[src/rtl/shiftreg_word_sequencer.sv]
// Word sequencer for a left-shifting LPM shift register: accepts parallel
// words over valid/ready, loads each into the register, then clocks it out
// MSB-first as a qualified serial stream followed by a one-cycle Done pulse.
module shiftreg_word_sequencer #(
  parameter int unsigned WIDTH = 16,
  parameter int unsigned CNT_W = 5,
  parameter int unsigned GAP   = 0
) (
  input  logic             Clock,
  input  logic             Aclr,
  input  logic [WIDTH-1:0] WordIn,
  input  logic             WordValid,
  output logic             WordReady,
  input  logic             Abort,
  input  logic             SerialIn,
  output logic [WIDTH-1:0] Data,
  output logic             Load,
  output logic             Enable,
  output logic             ShiftIn,
  input  logic             RegShiftOut,
  output logic             SerialOut,
  output logic             SerialValid,
  output logic             Done,
  output logic [CNT_W-1:0] BitCount
);

  localparam int unsigned      GAP_W    = 8;
  localparam logic [CNT_W-1:0] LAST_BIT = CNT_W'(WIDTH - 1);
  localparam logic [GAP_W-1:0] LAST_GAP = GAP_W'((GAP == 0) ? 0 : GAP - 1);

  typedef enum logic [1:0] {
    ST_IDLE,
    ST_LOAD,
    ST_SHIFT,
    ST_GAP
  } state_t;

  state_t             state;
  logic [WIDTH-1:0]   hold;
  logic [CNT_W-1:0]   bit_cnt;
  logic [GAP_W-1:0]   gap_cnt;
  logic               done_q;
  logic               ready_q;
  logic               load_q;
  logic               enable_q;
  logic               valid_q;

  // Sequencer FSM; every control output is a flop updated with the state.
  always_ff @(posedge Clock or posedge Aclr) begin
    if (Aclr) begin
      state    <= ST_IDLE;
      hold     <= '0;
      bit_cnt  <= '0;
      gap_cnt  <= '0;
      done_q   <= 1'b0;
      ready_q  <= 1'b1;
      load_q   <= 1'b0;
      enable_q <= 1'b0;
      valid_q  <= 1'b0;
    end else begin
      done_q <= 1'b0;
      case (state)
        ST_IDLE: begin
          // Abort wins over an accept at the same edge.
          if (WordValid && !Abort) begin
            hold     <= WordIn;
            state    <= ST_LOAD;
            ready_q  <= 1'b0;
            load_q   <= 1'b1;
            enable_q <= 1'b1;
          end
        end
        ST_LOAD: begin
          if (Abort) begin
            state    <= ST_IDLE;
            ready_q  <= 1'b1;
            load_q   <= 1'b0;
            enable_q <= 1'b0;
            valid_q  <= 1'b0;
            bit_cnt  <= '0;
            gap_cnt  <= '0;
          end else begin
            state   <= ST_SHIFT;
            load_q  <= 1'b0;
            valid_q <= 1'b1;
            bit_cnt <= '0;
          end
        end
        ST_SHIFT: begin
          if (Abort) begin
            state    <= ST_IDLE;
            ready_q  <= 1'b1;
            load_q   <= 1'b0;
            enable_q <= 1'b0;
            valid_q  <= 1'b0;
            bit_cnt  <= '0;
            gap_cnt  <= '0;
          end else if (bit_cnt == LAST_BIT) begin
            done_q   <= 1'b1;
            bit_cnt  <= '0;
            valid_q  <= 1'b0;
            enable_q <= 1'b0;
            gap_cnt  <= '0;
            if (GAP > 0) begin
              state <= ST_GAP;
            end else begin
              state   <= ST_IDLE;
              ready_q <= 1'b1;
            end
          end else begin
            bit_cnt <= bit_cnt + CNT_W'(1);
          end
        end
        ST_GAP: begin
          if (Abort || (gap_cnt == LAST_GAP)) begin
            state    <= ST_IDLE;
            ready_q  <= 1'b1;
            load_q   <= 1'b0;
            enable_q <= 1'b0;
            valid_q  <= 1'b0;
            bit_cnt  <= '0;
            gap_cnt  <= '0;
          end else begin
            gap_cnt <= gap_cnt + GAP_W'(1);
          end
        end
        default: begin
          state    <= ST_IDLE;
          ready_q  <= 1'b1;
          load_q   <= 1'b0;
          enable_q <= 1'b0;
          valid_q  <= 1'b0;
          bit_cnt  <= '0;
          gap_cnt  <= '0;
        end
      endcase
    end
  end

  // Register-facing pins and the qualified serial stream.
  assign WordReady   = ready_q;
  assign Load        = load_q;
  assign Enable      = enable_q;
  assign Data        = hold;
  assign BitCount    = bit_cnt;
  assign Done        = done_q;
  assign SerialValid = valid_q;
  assign SerialOut   = valid_q & RegShiftOut;
  assign ShiftIn     = valid_q & SerialIn;

endmodule

[config.mk]
export PLATFORM = sky130hd
export DESIGN_NAME = shiftreg_word_sequencer
export DESIGN_NICKNAME = d
export VERILOG_FILES = /design/src/rtl/shiftreg_word_sequencer.sv
export SDC_FILE = /design/constraint.sdc
export NUM_CORES = 1
export LEC_CHECK = 0
export BUFFER_PORTS_ARGS = -buffer_cell sky130_fd_sc_hd__clkbuf_2
export CAP_MARGIN = 20
export CORE_AREA = 2 2 64 66
export CTS_BUF_LIST = sky130_fd_sc_hd__clkbuf_16
export CTS_CLUSTER_DIAMETER = 80
export DETAILED_ROUTE_END_ITERATION = 10
export DIE_AREA = 0 0 66 68
export GPL_ROUTABILITY_DRIVEN = 0
export PLACE_DENSITY = 0.74
export RECOVER_POWER = 100
export SLEW_MARGIN = 20
export SYNTH_ARGS = -nofsm -noshare
export SYNTH_HDL_FRONTEND = slang
export SYNTH_SLANG_ARGS = --single-unit
[constraint.sdc]
create_clock -name Clock -period 1.8 [get_ports Clock]
set_input_delay 0.36 -clock Clock [delete_from_list [all_inputs] [get_ports Clock]]
set_output_delay 0.36 -clock Clock [all_outputs]
set_load 0.03 [all_outputs]
* After elaboration in Yosys (flattened, before gate mapping)
Index checks and enable logic that the tools add are counted.
Storage, ports and cells: input bits 22, logic and storage cells 68, register bits after elaboration 36, output and inout port bits 28
Operators by class: add/sub/neg operators 2, eq/ne operators 9, reduce and logical (&&, ||, !) cells 13, multiplexer cells 33, bitwise gates (word level) 2
Operators by type and width (count):
- 2-to-1 mux 8 bit | 4
- case mux 8 bit (3 select lines) | 1
- 2-to-1 mux 5 bit | 3
- case mux 5 bit (3 select lines) | 1
- 2-to-1 mux 1 bit | 14
- case mux 1 bit (4 select lines) | 3
- AND reduction 3 bit | 4
- 2-to-1 mux 2 bit | 5
- adder 8 x 1 -> 8 bit, second input constant | 1
- zero test 8 bit | 1
- inequality test 2 bit, second input constant | 4
- case mux 2 bit (4 select lines) | 1
- adder 5 x 1 -> 5 bit, second input constant | 1
- equality test 5 x 4 -> 1 bit, second input constant | 1
- equality test 2 bit, second input constant | 2
- AND reduction 2 bit | 2
- AND reduction 4 bit | 1
- inequality test 3 bit, second input constant | 1
- case mux 1 bit (3 select lines) | 1
- nonzero test 3 bit | 1
- bitwise AND 1 bit | 2
- equality test 2 x 1 -> 1 bit, second input constant | 1
- zero test 2 bit | 1
- logical AND 1 bit | 1
- other kinds (2) | 2

* Longest topological paths before layout
Gate-level depths: netlist of the first run.
depth in word-level cells 4, depth in mapped cells 7, depth with buffers taken out 6

* Worst setup path after synthesis of the first run
Ideal clock, no wire load.
path type flip-flop to flip-flop, start point register bit_cnt[0], in the netlist BitCount[0], end point register gap_cnt[5], clock period less this slack 1.902 ns, path slack -0.102 ns, data required time 1.722 ns, cell stages (with the launch flop) 6, library setup time 0.078 ns, path buffers 0, data arrival time 1.824 ns, cell sequence dfrtp_1 ha_1 nand4b_2 a21o_1 or4_1 a21oi_1
On the way: longest elaborated chain between the ends 3
RTL lines:
- from (decl) | line 40 | logic [CNT_W-1:0] bit_cnt;
- from (signal assigned) | line 111 | bit_cnt <= bit_cnt + CNT_W'(1);
- equality test 5 x 4 -> 1 bit | line 98 | end else if (bit_cnt == LAST_BIT) begin
- inequality test 3 bit (no source line)
- AND reduction 3 bit (no source line)
- to (signal assigned) | line 124 | gap_cnt <= gap_cnt + GAP_W'(1);
- to (decl) | line 41 | logic [GAP_W-1:0] gap_cnt;
Every way passes these cells. A chain may end at the register's enable or synchronous reset.

* Worst setup path in the final report of the first run
start point register bit_cnt[0], in the netlist BitCount[0], end point register gap_cnt[7]
The elaborated chain is that of the path after synthesis.

==> impl_metrics.ini, run 1 <==
[outcome]
run_status = complete, no violations

[detailed_routing]
viasPerCell = 5.25
detail_route.wl_per_cell_um = 13.6
wl_met1_um = 1500
drtIter0Drc = 61
ant_nets = 0
via_count = 1354
wl_met3_um = 263
drc = 0
wl_met2_um = 1670
drt_pass1_iterations = 4
routed.top_layer = met4
routed_wl_um = 3500

[place]
placed_cell_area_mm2 = 0.00204
placed_cells = 249
dpl.hpwl_um = 2620
port_buffers = 49

[cells_and_area]
syn_to_final_growth_pct = 29.3
stdcell_count = 258
final_common_cell = dfrtp_1
nNetsFinal = 232
drive_gt1_share_pct = 36.1
antenna_cells = 0
most-common-layout-cells = 33 x dfrtp_1, 28 x clkbuf_2, 24 x clkbuf_1, 16 x mux2_2, 11 x nor2_1
final_area_mm2 = 0.00217

[sta]
tightestPinTransition_ns = 0.606
slew_violations = 0
rsz0062_at_grt = true
fin_skew_ns = 0.00247
fin_crit_sh_pct = 95.3
final_hold_viol_count = 0
period_minus_slack_ns = 1.72
slew_headroom_pct = 59.6
finalSetupViolations = 0
clock.fmax_ghz = 0.583

[clock_network]
cts_buffer_depth = 2
root_buffer = clkbuf_16
cts_tree = built
h-tree-depth = 2
cts_hold_buf = 0
cts_inserted_buffers = 5
clock_sinks = 36
clk-insertion-delay-late_ns = 0.28
clkTransAtPathRegs_ns = 0.05

[power]
power_switching_share_pct = 41.2
p_switching_mw = 1.45
leakage_nw = 0.989
power_density_mw_per_mm2 = 1620
p_seq_share_pct = 36.1
p_clk_share_pct = 22.8
power.total_mw = 3.51
p_int_mw = 2.07
ir_drop_v = 0.00110
p_comb_share_pct = 41.0

[critical_path]
cp-start-kind = flop
worst_ep_required_time_ns = 2.00
max_stage_delay_ns = 0.49
cp_cell_sequence = ha_4 -> nand4b_2 -> a21o_4 -> or4_1 -> a21oi_1
crit_fanout = 8
worstSetupEndpointType = flop
slowest_stage = or4_1
crit_arrival_ns = 1.92
criticalPathCategory = reg -> reg

[yosys]
synth_area_mm2 = 0.00168
postSynthCellCount = 144
avgSynthCellArea_um2 = 11.7
synth.area.top_cells = dfrtp_1 52%, mux2_2 11%, a21oi_1 3.3%
synth_nets = 169
yosysTopAreaCellShare_pct = 52.1
synth.distinct_cells = 43
synth_top_area_cell = dfrtp_1
ys_ff_latch = 36
ys_warn_count = 0
ys_seq_area_share_pct = 53.7

[global_route]
grt_pass1_vias = 1310
grt_max_degree = 20
gr-total-overflow = 0
grt_pass1_wl_um = 6090
grt_usage_pct = 18.2
antenna_found_initial = 0

[min_path]
hold_class = in -> async

[floorplan]
coreArea_mm2 = 0.00386
die_y_um = 68
die_w_um = 66
ios = 50
row_count = 23
initial_core_util_pct = 43.6
die-area_mm2 = 0.00449

[job]
drv_cap = 0
==> worst max-delay path: cells and delay by family, from the launching register on <==
family / cells / cell delay (ns)
AND/OR/NAND/NOR: 2 / 0.64
adder cells (fa/ha/maj): 1 / 0.17
flip-flops: 1 / 0.40
AO/OA/AOI/OAI: 2 / 0.42
==> cell families after synthesis <==
kind of cell,synth area share [%]
simple gates,15.0
flops,53.7
compound gates,12.5
mux,10.7
buf+inv,4.77
fa+ha+maj,2.23
xor+xnor,1.04
==> metrics by stage <==
step / hold WS [ns] / setup WS [ns] / setup TNS, ns / utilization [%]
6_report: 0.102 / 0.0839 / 0 / 56.3
3_5_place_dp: 0.420 / -0.00000155 / -0.00000155 / 52.8
2_1_floorplan: 0.512 / 0.00486 / 0 / -
4_1_cts: 0.125 / 0.0184 / 0 / 56.4
5_1_grt: 0.174 / -0.0265 / -0.0265 / 56.3
3_3_place_gp: 0.418 / 0.0707 / 0 / 52.8
==> worst paths after layout <==
| path | start | end | slack [ns] | cells past startpoint |
|---|---|---|---|---|
| setup / recovery | BitCount[0]$_DFFE_PP0P_ | gap_cnt[7]$_DFFE_PP0P_ | 0.08 | 5 |
| hold / removal | Aclr | Data[14]$_DFFE_PP0P_ | 0.10 | 2 |
| setup reg to reg | BitCount[0]$_DFFE_PP0P_ | gap_cnt[7]$_DFFE_PP0P_ | 0.08 | 5 |
| hold reg to reg | Data[4]$_DFFE_PP0P_ | Data[4]$_DFFE_PP0P_ | 0.51 | 1 |
| max in group asynchronous | Aclr | gap_cnt[6]$_DFFE_PP0P_ | 0.78 | 3 |
| min in group Clock | WordIn[11] | Data[11]$_DFFE_PP0P_ | 0.31 | 2 |
==> area by class of cell <==
cell class	instances	area [µm²]
clock inverters	3	11.3
multi-input cells	95	728
fillers	367	1680
clock buffers	5	125
repair buffers	61	310
flip-flops and latches	36	905
inverters	8	30.0
well taps	50	62.6
==> what timing repair did <==
item                                    CTS  global route
buffers inserted                          0             1
endpoints found under the setup margin    1            11
resized for setup                         1             4
cloned                                    0             0
==> Yosys cell counts, drive strengths merged <==
cell and count:
nand2b 1, and4b 1, o31a 1, buf 2, nor4 1, or2 1, a31oi 2, or3 2
a22o 1, mux2 16, or3b 1, a211oi 1, or4 2, nor2 12, and2 2, clkbuf 3
nand4b 1, xor2 1, nand3 7, o31ai 3, nor3 3, xnor2 1, nand4 1, nand3b 1
dfstp 1, ha 3, o21bai 1, nor4b 1, a21oi 11, o32ai 1, o21ba 1, nand2 4
a21o 2, o311ai 2, o21ai 7, inv 8, dfrtp 35
==> state kept, by name, summed over array words and instances (netlist names) <==
signal       cells
Data            16
Enable           1
Load             1
SerialValid      1
state            2
Done             1
WordReady        1
BitCount         5
gap_cnt          8
==> metal layers <==
layer	vias up	GRT usage, %
met2	59	28.5
met4	0	9.18
met3	5	4.28
li1	643	-
met5	-	0
met1	647	23.7
==> power groups by stage <==
stage / combinational [mW] / sequential (mW) / clock (mW)
finish: 1.44 / 1.27 / 0.802
global route: 1.57 / 1.31 / 0.863
detailed placement: 1.47 / 1.27 / 0
floorplan: 0.558 / 1.76 / 0
global placement: 1.45 / 1.26 / 0
CTS: 1.48 / 1.27 / 0.817
Note: power is estimated with default switching activity, not from simulation.
==> inputs of run 2 (changes only) <==
--- a/config.mk
+++ b/config.mk
@@ -5,8 +5,8 @@
 export SDC_FILE = /design/constraint.sdc
 export NUM_CORES = 1
 export LEC_CHECK = 0
-export BUFFER_PORTS_ARGS = -buffer_cell sky130_fd_sc_hd__clkbuf_2
-export CAP_MARGIN = 20
+export BUFFER_PORTS_ARGS = -buffer_cell sky130_fd_sc_hd__buf_2
+export CAP_MARGIN = 10
 export CORE_AREA = 2 2 64 66
 export CTS_BUF_LIST = sky130_fd_sc_hd__clkbuf_16
 export CTS_CLUSTER_DIAMETER = 80
==> constraint.sdc (replaced) <==
create_clock -name Clock -period 1.53 [get_ports Clock]
set_input_delay 0.306 -clock Clock [delete_from_list [all_inputs] [get_ports Clock]]
set_output_delay 0.306 -clock Clock [all_outputs]
set_load 0.03 [all_outputs]
==> impl_metrics.ini, run 2 (synthesis results as in run 1) <==
[power]
power.total_mw = 4.57
power_density_mw_per_mm2 = 1820
ir_drop_v = 0.00113
leakage_nw = 1.17

[clock_network]
h-tree-depth = 2
cts_inserted_buffers = 5
cts_hold_buf = 0
clkTransAtPathRegs_ns = 0.06
clock_sinks = 36
root_buffer = clkbuf_16
clk-insertion-delay-late_ns = 0.28
cts_buffer_depth = 2
cts_tree = built

[detailed_routing]
ant_nets = 0
via_count = 1445
viasPerCell = 5.07
drtIter0Drc = 60
drt_pass1_iterations = 4
routed_wl_um = 4030
detail_route.wl_per_cell_um = 14.1
drc = 0

[sta]
period_minus_slack_ns = 1.56
fin_skew_ns = 0.00458
holdWs_ns = 0.230
slew_headroom_pct = 21.2
rsz0062_at_grt = true
fin_crit_sh_pct = 102
clock.fmax_ghz = 0.642
slew_violations = 0
fin_ws_ns = -0.0285
tightestPinTransition_ns = 1.18
finalSetupViolations = 6
final_hold_viol_count = 0

[cells_and_area]
nNetsFinal = 259
postLayoutCoreUtil_pct = 65.0
largest_reg_flops = 16
fill_cells = 322
final_common_cell = dfrtp_1
final_area_mm2 = 0.00251
syn_to_final_growth_pct = 49.2
most-common-layout-cells = 32 x dfrtp_1, 31 x buf_4, 27 x clkbuf_1, 21 x buf_2, 11 x nor2_1
drive_gt1_share_pct = 46.0
antenna_cells = 0

[global_route]
antenna_found_initial = 0
grt_max_degree = 22
grt_usage_pct = 19.0
gr-total-overflow = 0
grt_pass1_vias = 1377
grt_pass1_wl_um = 6290

[floorplan]
die_y_um = 68
ios = 50
die-area_mm2 = 0.00449
coreArea_mm2 = 0.00386
die_w_um = 66
row_count = 23
initial_core_util_pct = 43.6

[critical_path]
crit_fanout = 6
criticalPathCategory = reg -> reg
worstSetupEndpointType = flop
regToRegSetupSlack_ns = -0.03
worst_ep_required_time_ns = 1.69
cp-start-kind = flop
crit_arrival_ns = 1.72

[outcome]
violations = negative setup slack
run_status = complete, but fails checks

[min_path]
hold_class = in -> async

[place]
dpl.hpwl_um = 2740
port_buffers = 49
placed_cell_area_mm2 = 0.00227
place_ws_ns = -0.109

[job]
drv_cap = 0
[run 2: changes by cell type in the layout (fill, tap and decap cells not counted), moves of 2 or more]
cell        change
clkbuf_2       -24
buf_4          +23
buf_2          +21
mux2_2          -7
mux2_4          +7
clkbuf_1        +3
o21ai_0         -3
o21ai_1         +3
buf_6           +2
clkbuf_16       +2
clkinvlp_4      +2
inv_1           -2
[run 2: per-stage QoR]
step | cells | setup TNS (ns)
floorplan | 144 | -0.784
global placement | 270 | -0.110
detailed placement | 270 | -0.825
CTS | 281 | -0.175
global route | 285 | -0.921
finish | 285 | -0.119
[run 2: final cells by class]
class                           count  area (µm²)  share of cell area, %
Clock buffer                        5         125                   4.99
Clock inverter                      3        18.8                  0.749
Inverter                            8        30.0                   1.20
Multi-Input combinational cell     95         813                   32.4
Sequential cell                    36         906                   36.1
Tap cell                           50        62.6                   2.50
Timing Repair Buffer               88         552                   22.0
[run 2: critical path: stages (launching register included)]
cell	delay (ns)
dfrtp_1	0.38
inv_1	0.07
ha_2	0.17
nor4b_4	0.20
a21oi_2	0.11
buf_6	0.15
nor4_4	0.13
buf_4	0.19
a21oi_1	0.05
[run 2: path summary, 6_finish.rpt]
| check | end | cells past startpoint | start |
|---|---|---|---|
| max | gap_cnt[7]$_DFFE_PP0P_ | 8 | gap_cnt[1]$_DFFE_PP0P_ |
| min | Data[1]$_DFFE_PP0P_ | 3 | Aclr |
| max reg2reg | gap_cnt[7]$_DFFE_PP0P_ | 8 | gap_cnt[1]$_DFFE_PP0P_ |
| min reg2reg | Data[12]$_DFFE_PP0P_ | 1 | Data[12]$_DFFE_PP0P_ |
| max in group asynchronous | BitCount[1]$_DFFE_PP0P_ | 3 | Aclr |
| min in group Clock | Data[9]$_DFFE_PP0P_ | 2 | WordIn[9] |
[run 2: layer usage]
metal / vias up / routed length [µm] / GRT usage [%]
met5: - / 0 / 0
met3: 7 / 183 / 5.59
met2: 39 / 2080 / 31.7
li1: 700 / - / -
met1: 699 / 1700 / 22.9
met4: 0 / 63 / 8.67
[run 2: repair_timing]
item                                    in CTS  in global routing
pin swaps                                    3                  4
gates resized for setup                      5                 10
setup buffers                                3                  2
gates cloned                                 0                  2
endpoints found under the setup margin      14                 24
[run 2: report_power, final]
group          internal [mW]  switching, mW
clock                  0.596          0.394
sequential              1.28          0.217
combinational          0.841           1.24
